**src/rtl/riscv_pkg.sv**
```systemverilog
// Shared RISC-V pipeline constants.
// Register file geometry and the hardwired-zero register.
package riscv_pkg;

   localparam int REG_AW   = 5;
   localparam int NUM_REGS = 32;

   localparam logic [REG_AW-1:0] REG_X0 = 5'd0;

endpackage

```
**src/rtl/reg_scoreboard_if.sv**
```systemverilog
// ID/issue/writeback/kill bundle between the pipeline and the scoreboard.
// The master is the pipeline side; the slave is the scoreboard.
interface reg_scoreboard_if #(
   parameter int CNT_W = 16
);
   import riscv_pkg::*;

   logic                id_valid;
   logic [REG_AW-1:0]   id_rs1;
   logic [REG_AW-1:0]   id_rs2;
   logic                id_uses_rs1;
   logic                id_uses_rs2;
   logic [REG_AW-1:0]   id_rd;
   logic                id_regwrite;
   logic                id_long_lat;
   logic                issue;
   logic                wb_valid;
   logic [REG_AW-1:0]   wb_rd;
   logic                kill_valid;
   logic [REG_AW-1:0]   kill_rd;
   logic                stall;
   logic [NUM_REGS-1:0] pending;
   logic                err;
   logic [CNT_W-1:0]    stall_cycles;

   modport master (
      output id_valid, id_rs1, id_rs2, id_uses_rs1, id_uses_rs2,
      output id_rd, id_regwrite, id_long_lat, issue,
      output wb_valid, wb_rd, kill_valid, kill_rd,
      input  stall, pending, err, stall_cycles
   );

   modport slave (
      input  id_valid, id_rs1, id_rs2, id_uses_rs1, id_uses_rs2,
      input  id_rd, id_regwrite, id_long_lat, issue,
      input  wb_valid, wb_rd, kill_valid, kill_rd,
      output stall, pending, err, stall_cycles
   );

endinterface

```
**src/rtl/reg_scoreboard_sat_counter.sv**
```systemverilog
// Saturating up-counter for performance statistics.
// Sticks at all-ones instead of wrapping.
module sat_counter #(
   parameter int W = 16
) (
   input  logic         clk,
   input  logic         rst,
   input  logic         inc,
   output logic [W-1:0] q
);

   logic [W-1:0] q_q;
   logic [W-1:0] q_d;

   // Next count: advance on inc unless already saturated.
   always_comb begin
      q_d = q_q;
      if (inc && (q_q != {W{1'b1}})) begin
         q_d = q_q + W'(1);
      end
   end

   // Count register with synchronous reset.
   always_ff @(posedge clk) begin
      if (rst) begin
         q_q <= '0;
      end else begin
         q_q <= q_d;
      end
   end

   assign q = q_q;

endmodule

```
**src/rtl/reg_scoreboard.sv**
```systemverilog
// Tracks outstanding long-latency destinations and stalls ID on RAW/WAW.
// Stall is derived only from registered state; clears take effect next cycle.
module reg_scoreboard
   import riscv_pkg::*;
#(
   parameter int CNT_W = 16
) (
   input logic               clk,
   input logic               rst,
   reg_scoreboard_if.slave   sb
);

   localparam logic [NUM_REGS-1:0] ONE = {{(NUM_REGS-1){1'b0}}, 1'b1};

   logic [NUM_REGS-1:0] pending_q;
   logic [NUM_REGS-1:0] pending_d;
   logic                err_q;
   logic                err_d;
   logic                raw1;
   logic                raw2;
   logic                waw;
   logic                stall;
   logic                do_set;
   logic                wb_hit;
   logic                kill_hit;
   logic                wb_bad;
   logic                kill_bad;
   logic [NUM_REGS-1:0] set_vec;
   logic [NUM_REGS-1:0] clr_vec;
   logic [CNT_W-1:0]    cnt;

   // Hazard detection against outstanding writes.
   always_comb begin
      raw1  = sb.id_uses_rs1 && (sb.id_rs1 != REG_X0) && pending_q[sb.id_rs1];
      raw2  = sb.id_uses_rs2 && (sb.id_rs2 != REG_X0) && pending_q[sb.id_rs2];
      waw   = sb.id_regwrite && (sb.id_rd != REG_X0) && pending_q[sb.id_rd];
      stall = sb.id_valid && (raw1 || raw2 || waw);
   end

   // Pending-bit set/clear and sticky protocol error.
   always_comb begin
      do_set   = sb.issue && sb.id_valid && sb.id_regwrite &&
                 sb.id_long_lat && (sb.id_rd != REG_X0) && !stall;
      wb_hit   = sb.wb_valid && (sb.wb_rd != REG_X0);
      kill_hit = sb.kill_valid && (sb.kill_rd != REG_X0);
      wb_bad   = wb_hit && !pending_q[sb.wb_rd];
      kill_bad = kill_hit && !pending_q[sb.kill_rd];
      set_vec  = do_set ? (ONE << sb.id_rd) : '0;
      clr_vec  = '0;
      if (wb_hit) begin
         clr_vec = clr_vec | (ONE << sb.wb_rd);
      end
      if (kill_hit) begin
         clr_vec = clr_vec | (ONE << sb.kill_rd);
      end
      // Set wins over a same-cycle clear of the same register.
      pending_d    = (pending_q & ~clr_vec) | set_vec;
      pending_d[0] = 1'b0;
      err_d = err_q || (sb.issue && stall) || wb_bad || kill_bad ||
              ((set_vec & clr_vec) != '0);
   end

   // Scoreboard state with synchronous reset.
   always_ff @(posedge clk) begin
      if (rst) begin
         pending_q <= '0;
         err_q     <= 1'b0;
      end else begin
         pending_q <= pending_d;
         err_q     <= err_d;
      end
   end

   sat_counter #(
      .W   (CNT_W)
   ) u_stall_cnt (
      .clk (clk),
      .rst (rst),
      .inc (stall),
      .q   (cnt)
   );

   assign sb.stall        = stall;
   assign sb.pending      = pending_q;
   assign sb.err          = err_q;
   assign sb.stall_cycles = cnt;

endmodule

```
**src/flat_wrapper.sv**
```systemverilog
// flat-port wrapper written by rule: the top's interface ports become plain ports
module reg_scoreboard_flat import riscv_pkg::*;
#(
   parameter int CNT_W = 16
)
  (clk, rst, sb_id_valid, sb_id_rs1, sb_id_rs2, sb_id_uses_rs1, sb_id_uses_rs2, sb_id_rd, sb_id_regwrite, sb_id_long_lat, sb_issue, sb_wb_valid, sb_wb_rd, sb_kill_valid, sb_kill_rd, sb_stall, sb_pending, sb_err, sb_stall_cycles);
  reg_scoreboard_if #(.CNT_W(CNT_W)) sb_i ();
  input logic clk;
  input logic rst;
  input wire logic [$bits(sb_i.id_valid)-1:0] sb_id_valid;
  input wire logic [$bits(sb_i.id_rs1)-1:0] sb_id_rs1;
  input wire logic [$bits(sb_i.id_rs2)-1:0] sb_id_rs2;
  input wire logic [$bits(sb_i.id_uses_rs1)-1:0] sb_id_uses_rs1;
  input wire logic [$bits(sb_i.id_uses_rs2)-1:0] sb_id_uses_rs2;
  input wire logic [$bits(sb_i.id_rd)-1:0] sb_id_rd;
  input wire logic [$bits(sb_i.id_regwrite)-1:0] sb_id_regwrite;
  input wire logic [$bits(sb_i.id_long_lat)-1:0] sb_id_long_lat;
  input wire logic [$bits(sb_i.issue)-1:0] sb_issue;
  input wire logic [$bits(sb_i.wb_valid)-1:0] sb_wb_valid;
  input wire logic [$bits(sb_i.wb_rd)-1:0] sb_wb_rd;
  input wire logic [$bits(sb_i.kill_valid)-1:0] sb_kill_valid;
  input wire logic [$bits(sb_i.kill_rd)-1:0] sb_kill_rd;
  output wire logic [$bits(sb_i.stall)-1:0] sb_stall;
  output wire logic [$bits(sb_i.pending)-1:0] sb_pending;
  output wire logic [$bits(sb_i.err)-1:0] sb_err;
  output wire logic [$bits(sb_i.stall_cycles)-1:0] sb_stall_cycles;
  assign sb_i.id_valid = sb_id_valid;
  assign sb_i.id_rs1 = sb_id_rs1;
  assign sb_i.id_rs2 = sb_id_rs2;
  assign sb_i.id_uses_rs1 = sb_id_uses_rs1;
  assign sb_i.id_uses_rs2 = sb_id_uses_rs2;
  assign sb_i.id_rd = sb_id_rd;
  assign sb_i.id_regwrite = sb_id_regwrite;
  assign sb_i.id_long_lat = sb_id_long_lat;
  assign sb_i.issue = sb_issue;
  assign sb_i.wb_valid = sb_wb_valid;
  assign sb_i.wb_rd = sb_wb_rd;
  assign sb_i.kill_valid = sb_kill_valid;
  assign sb_i.kill_rd = sb_kill_rd;
  assign sb_stall = sb_i.stall;
  assign sb_pending = sb_i.pending;
  assign sb_err = sb_i.err;
  assign sb_stall_cycles = sb_i.stall_cycles;
  reg_scoreboard #(.CNT_W(CNT_W)) u_core (.clk(clk), .rst(rst), .sb(sb_i));
endmodule
```
**config.mk**
```make
export PLATFORM = sky130hd
export DESIGN_NAME = reg_scoreboard_flat
export DESIGN_NICKNAME = d
export VERILOG_FILES = /design/src/rtl/riscv_pkg.sv /design/src/rtl/reg_scoreboard_if.sv /design/src/rtl/reg_scoreboard_sat_counter.sv /design/src/rtl/reg_scoreboard.sv /design/src/flat_wrapper.sv
export SDC_FILE = /design/constraint.sdc
export NUM_CORES = 1
export LEC_CHECK = 0
export BUFFER_PORTS_ARGS = -buffer_cell sky130_fd_sc_hd__buf_2
export CAP_MARGIN = 20
export CORE_MARGIN = 10
export CORE_UTILIZATION = 57
export CTS_BUF_LIST = sky130_fd_sc_hd__clkbuf_4
export DETAILED_ROUTE_END_ITERATION = 10
export GPL_TIMING_DRIVEN = 0
export HOLD_SLACK_MARGIN = 0.03
export PLACE_DENSITY_LB_ADDON = 0.08
export SLEW_MARGIN = 20
export SYNTH_ARGS = -nofsm -noshare
export SYNTH_HDL_FRONTEND = slang
export SYNTH_SLANG_ARGS = --single-unit
```
**constraint.sdc**
```tcl
create_clock -name clk -period 3.1 [get_ports clk]
set_clock_uncertainty 0.05 [all_clocks]
set_input_delay 0.31 -clock clk [delete_from_list [all_inputs] [get_ports clk]]
set_output_delay 0.31 -clock clk [all_outputs]
set_load 0.02 [all_outputs]
```
## Word level (Yosys, flattened, before mapping)

Cells that the tools add are included.

- Add/sub/neg operators: 1
- Magnitude comparators: 5
- Equality and inequality tests: 1
- Shifts and indexed selects: 3
- Multiplexer cells: 13
- Bitwise logic cells: 5
- Reductions and logical operators: 33

Operators with widths:

| operator | count |
|---|---|
| 32-bit 2-to-1 mux | 3 |
| 1-bit by 5-bit << shifter with 32-bit output, first input constant | 3 |
| 32-bit bitwise AND | 2 |
| 32-bit OR | 2 |
| 32-bit inverter | 1 |
| 32-bit nonzero test | 1 |
| 5-bit by 6-bit < comparator with 1-bit output, second input constant | 5 |
| 1-bit binary-select mux with 5-bit select | 5 |
| 5-bit nonzero test | 5 |
| 1-bit logical AND | 18 |
| 16-bit by 1-bit adder with 16-bit output, second input constant | 1 |
| 16-bit inequality test, second input constant | 1 |
| 1-bit logical OR | 6 |
| 1-bit 2-to-1 mux | 5 |
| 1-bit logical NOT | 3 |

- Flip-flop bits (word level): 49
- Bits of input ports: 35
- Output and inout port bits: 50

## Depth between registers and ports, before layout

- Word-level depth: 12
- Depth in mapped cells: 12

## By module

From an unflattened synthesis, not the netlist that was laid out.

- Cells, all modules: 445
- Area total of the unflattened synthesis: 4007.6 µm²

Modules (own cells, without submodules):

| module | instances | cells an instance | area each (µm²) | sequential area each (µm²) |
|---|---|---|---|---|
| reg_scoreboard | 1 | 346 | 3159.3 | 640.6 |
| sat_counter | 1 | 99 | 848.3 | 320.3 |

## Worst setup path before layout

No wires, ideal clock.

- Path type: input-to-reg
- From: in sb_id_rs1[0]
- To: reg u_core.u_stall_cnt.q_q[1] (netlist: u_core.u_stall_cnt.q[1])
- Setup time: 128 ps
- Data arrival time: 2271 ps
- Data required time: 2922 ps
- Setup slack: 652 ps
- Cell stages on the path: 10
- Cells stage by stage: buf_4 -> mux4_2 -> mux2i_1 -> nand3b_1 -> and4b_1 -> o41ai_2 -> buf_4 -> buf_6 -> mux2i_1 -> nor2_1

- Word-level cells in the longest chain between the ends: 7
- Elaborated cells between the ends (all ways): 9
- Those cells by class: mux: 2; reduce/logical: 7

RTL lines:

| what | line | source |
|---|---|---|
| start: declaration | flat_wrapper.sv:11 | `input wire logic [$bits(sb_i.id_rs1)-1:0] sb_id_rs1;` |
| 1-bit binary-select mux with 5-bit select or 5-bit nonzero test (tied branches) | reg_scoreboard.sv:34 | `raw1 = sb.id_uses_rs1 && (sb.id_rs1 != REG_X0) && pending_q[sb.id_rs1];` |
| 1-bit 2-to-1 mux (implied by the code) or 1-bit logical AND (tied branches) | reg_scoreboard.sv:34 |  |
| 1-bit logical AND * | reg_scoreboard.sv:34 |  |
| 1-bit logical OR * (2 in series) | reg_scoreboard.sv:37 | `stall = sb.id_valid && (raw1 \|\| raw2 \|\| waw);` |
| 1-bit logical AND * | reg_scoreboard.sv:37 |  |
| 1-bit logical AND * | reg_scoreboard_sat_counter.sv:18 | `if (inc && (q_q != {W{1'b1}})) begin` |
| end signal: assignment | reg_scoreboard_sat_counter.sv:28 | `q_q <= q_d;` |
| end: declaration | reg_scoreboard_sat_counter.sv:12 | `logic [W-1:0] q_q;` |

Every way passes the cells marked *; elsewhere a longest branch is shown, timed or not. The select of a mux whose other input is x is not followed.
A chain may end at the register's enable or synchronous reset.

## Final worst setup path

- From: reg u_core.pending_q[18] (netlist: u_core.sb.pending[18])
- To: out sb_stall

- Word-level cells in the longest chain between the ends: 6
- Elaborated cells between the ends (all ways): 12
- Those cells by class: mux: 6; reduce/logical: 6

RTL lines:

| what | line | source |
|---|---|---|
| start: declaration | reg_scoreboard.sv:15 | `logic [NUM_REGS-1:0] pending_q;` |
| start signal: assignment | reg_scoreboard.sv:69 | `pending_q <= pending_d;` |
| 1-bit binary-select mux with 5-bit select, on equally long branches | reg_scoreboard.sv:34, reg_scoreboard.sv:35 |  |
| 1-bit 2-to-1 mux, on equally long branches | reg_scoreboard.sv:34, reg_scoreboard.sv:35 |  |
| 1-bit logical AND, on equally long branches | reg_scoreboard.sv:34, reg_scoreboard.sv:35 |  |
| 1-bit logical OR | reg_scoreboard.sv:37 |  |
| 1-bit logical OR * | reg_scoreboard.sv:37 |  |
| 1-bit logical AND * | reg_scoreboard.sv:37 |  |
| end: declaration | flat_wrapper.sv:23 | `output wire logic [$bits(sb_i.stall)-1:0] sb_stall;` |

Marked as above.

==> reports/metrics.csv <==
stage;metric;value;unit
status;outcome;complete, no violations;
placement;dpl ws;0.173;ns
clock_network;clk sinks;48;
clock_network;# H-tree levels;2;
grt;largest net degree at the start of global routing;15;
synthesis;number of synthesized flops with an enable pin;0;
routing;DRT Pass-1 Iters;5;
worst_hold_path;worst min path class;input pin to flip-flop;
pwr;sw frac;30.8;%
routing;drt total wl;12900;um
setup_path;CP max FO;7;
floorplan;die area;10600;um2
clock_network;cell at the root of the clock tree;clkbuf_4;
grt;global-route wire length before repair;20200;um
timing;setup ws final;0.136;ns
synthesis;Syn Area/Cell;9.05;um2
placement;IO buf count;70;
clock_network;CTS tree;built;
routing;Via Count;4042;
setup_path;worst path cell trace;mux4_2 > mux2i_1 > nand3b_1 > and4b_1 > o41ai_4 > inv_1 > buf_2;
final_layout;Design Area, Final;4420;um2
floorplan;die width;103;um
clock_network;Num CTS Buffers;5;
timing;Tcrit/Tclk final;95.6;%
timing;Min Hold Slack;0.258;ns
routing;Vias/cell;6.85;
timing;Slew @ Worst Pin;0.622;ns
floorplan;Initial Utilization;58.2;%
pwr;Leak Pwr;1.63;nW
pwr;Clk pwr share;23.9;%
setup_path;CP required;2.74;ns
synthesis;sequential share of the synthesized area;24.6;%
floorplan;std cell rows;30;
grt;vias in the first global route;3917;
setup_path;path depth of the worst reg2reg path;9;
setup_path;CP Class;flip-flop to primary output;
synthesis;dominant cell type by area after synthesis;dfxtp_1;
setup_path;crit path to;sb_stall;
clock_network;clock buffer depth;2;
final_layout;Layout Nets;545;
setup_path;CP endpoint kind;primary output;
synthesis;prevailing post-synth register cell;dfxtp_1;
pwr;Sequential Power Share;54.3;%
setup_path;Top delay family on crit path;multiplexers;
timing;fin. max-slew vios;0;
timing;Slew headroom;58.4;%
setup_path;FF-to-FF End;u_core.u_stall_cnt.q[1];
synthesis;synth top area cells;dfxtp_1 25%, mux4_2 18%, mux2i_1 6.9%;
grt;GRT Resource Usage Total;24.1;%
final_layout;number of diodes;0;
grt;initial antenna violation count;0;
synthesis;Syn Nets;468;
setup_path;Crit path arrival time;2.60;ns
timing;final hold vios;0;
routing;DRC;0;
setup_path;R2R Path Start;u_core.sb.pending[18];
setup_path;slowest CP cell;mux4_2;
timing;setup tns final;0;ns
synthesis;Post-Synthesis Cells;432;
timing;post-route minimum period;2.96;ns
routing;antenna viol nets, final;0;
clock_network;CTS resizes;0;
timing;maximum clock rate;337;MHz
setup_path;flop2flop setup slack;0.34;ns
setup_path;crit path buf inv count;2;
clock_network;Clk Latency, worst-skew pair;0.35;ns
placement;gp weighted congestion;0.963;
timing;unrepaired setup endpoints after global routing;false;
pwr;Peak VDD IR;205;uV
final_layout;synthesis-to-finish area growth;13.1;%
floorplan;Top Ports;85;
job;Max Cap Violations;0;
grt;GRT Residual Overflow;0;
pwr;cell-internal power;0.797;mW
routing;Avg WL per Cell;21.9;um
synthesis;mapped cell area;3910;um2
synthesis;asr flop ratio synth;0;%
floorplan;core box area;6720;um2
final_layout;share of post-route cells with drive strength above 1;26.3;%
synthesis;#FFs+latches synth;48;
floorplan;Die H;103;um
synthesis;Synthesis Warnings;0;
clock_network;CTS clock-pin slew for the worst setup and hold paths;0.13;ns
worst_hold_path;hold path startpoint;sb_issue;
pwr;PwrDens;261;nW/um2
pwr;Sw Pwr;0.355;mW
setup_path;crit path launch;u_core.sb.pending[18];
synthesis;share of the synthesized area in the top cell type;24.6;%
setup_path;critical path's largest stage delay;0.49;ns
routing;drt initial violations;472;
placement;Final HPWL DP;9940;um
pwr;combinational power share;21.8;%
setup_path;critical path depth in cells;7;
synthesis;number of distinct library cells after synthesis;55;
placement;post-place instance area;4360;um2
timing;final setup vio count;0;
clock_network;Post-CTS Hold Buffers;0;
setup_path;Worst Setup Start Kind;flip-flop;
clock_network;setup bufs post-CTS;0;
==> cell usage in the layout (no fill, tap or decap), drive strengths merged, types with 9 or more instances in the layout <==
| master | count |
|---|---|
| a21oi | 16 |
| a22oi | 24 |
| buf | 85 |
| clkbuf | 28 |
| dfxtp | 48 |
| mux2i | 27 |
| mux4 | 31 |
| nand2 | 24 |
| nand2b | 9 |
| nand3 | 36 |
| nor2 | 25 |
| nor2b | 10 |
| o21ai | 25 |
| o31ai | 21 |
| or3 | 12 |
==> cells in the mapped netlist, types with 2 or more instances <==
library cell and n:
buf_6 3, and2_1 4, o31ai_1 20, nand4_1 7, o21ai_0 19, o41ai_2 2
mux4_2 31, a211oi_1 2, mux2_2 4, nand2b_1 9, inv_1 8, nor3b_1 2
and3_1 6, buf_2 3, a22oi_1 24, a21oi_1 16, clkbuf_1 23, or4_1 4
nor2b_1 10, dfxtp_1 48, mux2i_1 27, o21ai_1 6, nor3_1 4, nor2_1 25
buf_1 2, or3_1 12, nand4b_1 3, and4_1 3, o22ai_1 5, nand2_1 23
nand3b_1 5, nand3_1 36, nor4_1 3, buf_4 6, o2111ai_1 2, a32oi_1 6
==> tightest hold or removal path, cell delays in order <==
cell	delay, ns
buf_2	0.07
nor2b_1	0.14
o2bb2ai_1	0.12
==> flip-flops by register name, indices dropped and copies added (netlist names) <==
signal / cells
u_core.sb.err: 1
u_core.u_stall_cnt.q: 16
u_core.sb.pending: 31
==> routing by layer <==
metal | GRT usage, % | vias to the layer above | share of wire [%]
met5 | 0 | - | 0
met4 | 8.13 | 0 | 2.4
met3 | 5.43 | 33 | 11
met2 | 40.8 | 245 | 48
met1 | 29.5 | 1903 | 39
li1 | - | 1861 | -
==> stage by stage <==
step,instances,total power [mW],utilization (%)
floorplan,432,0.812,-
global route,590,1.21,65.8
detailed placement,582,0.884,64.9
finish,590,1.15,65.8
CTS,590,1.16,65.6
global placement,582,0.879,64.9
==> area by class of cell <==
| type | instances | area [um2] |
|---|---|---|
| buffer | 38 | 208 |
| clock buffer | 5 | 37.5 |
| clock inverter | 3 | 13.8 |
| fill | 617 | 2300 |
| inverter | 8 | 30.0 |
| multi-input combinational | 338 | 2720 |
| sequential | 48 | 961 |
| tap | 80 | 100 |
| timing repair buffer | 70 | 350 |
==> how the worst min path moves through the flow <==
stage | to | cells past startpoint | slack, ns
after CTS | u_core.sb.err | 3 | 0.24
after global routing | u_core.sb.err | 3 | 0.26
after global placement | u_core.u_stall_cnt.q[15] | 2 | 0.43
after detailed placement | u_core.u_stall_cnt.q[14] | 2 | 0.43
final | u_core.sb.err | 3 | 0.26
after floorplan | u_core.sb.err | 2 | 0.45
==> kinds of logic after synthesis <==
family	count (synthesis)	synth area share [%]
and+or+nand+nor	162	22.9
AOI/OAI and AO/OA	110	19.5
muxes	63	26.3
DFF	48	24.6
buffers and inverters	46	6.08
adders and majority gates	1	0.320
other	1	0.0960
xor gates and xnor gates	1	0.224
==> power groups by stage <==
stage,Clock (mW),Combinational [mW],Sequential [mW]
2_1_floorplan,0,0.169,0.642
3_3_place_gp,0,0.240,0.638
3_5_place_dp,0,0.245,0.639
4_1_cts,0.285,0.246,0.625
5_1_grt,0.312,0.270,0.626
6_report,0.275,0.251,0.625
No activity file was read; power rests on OpenSTA's default activity.
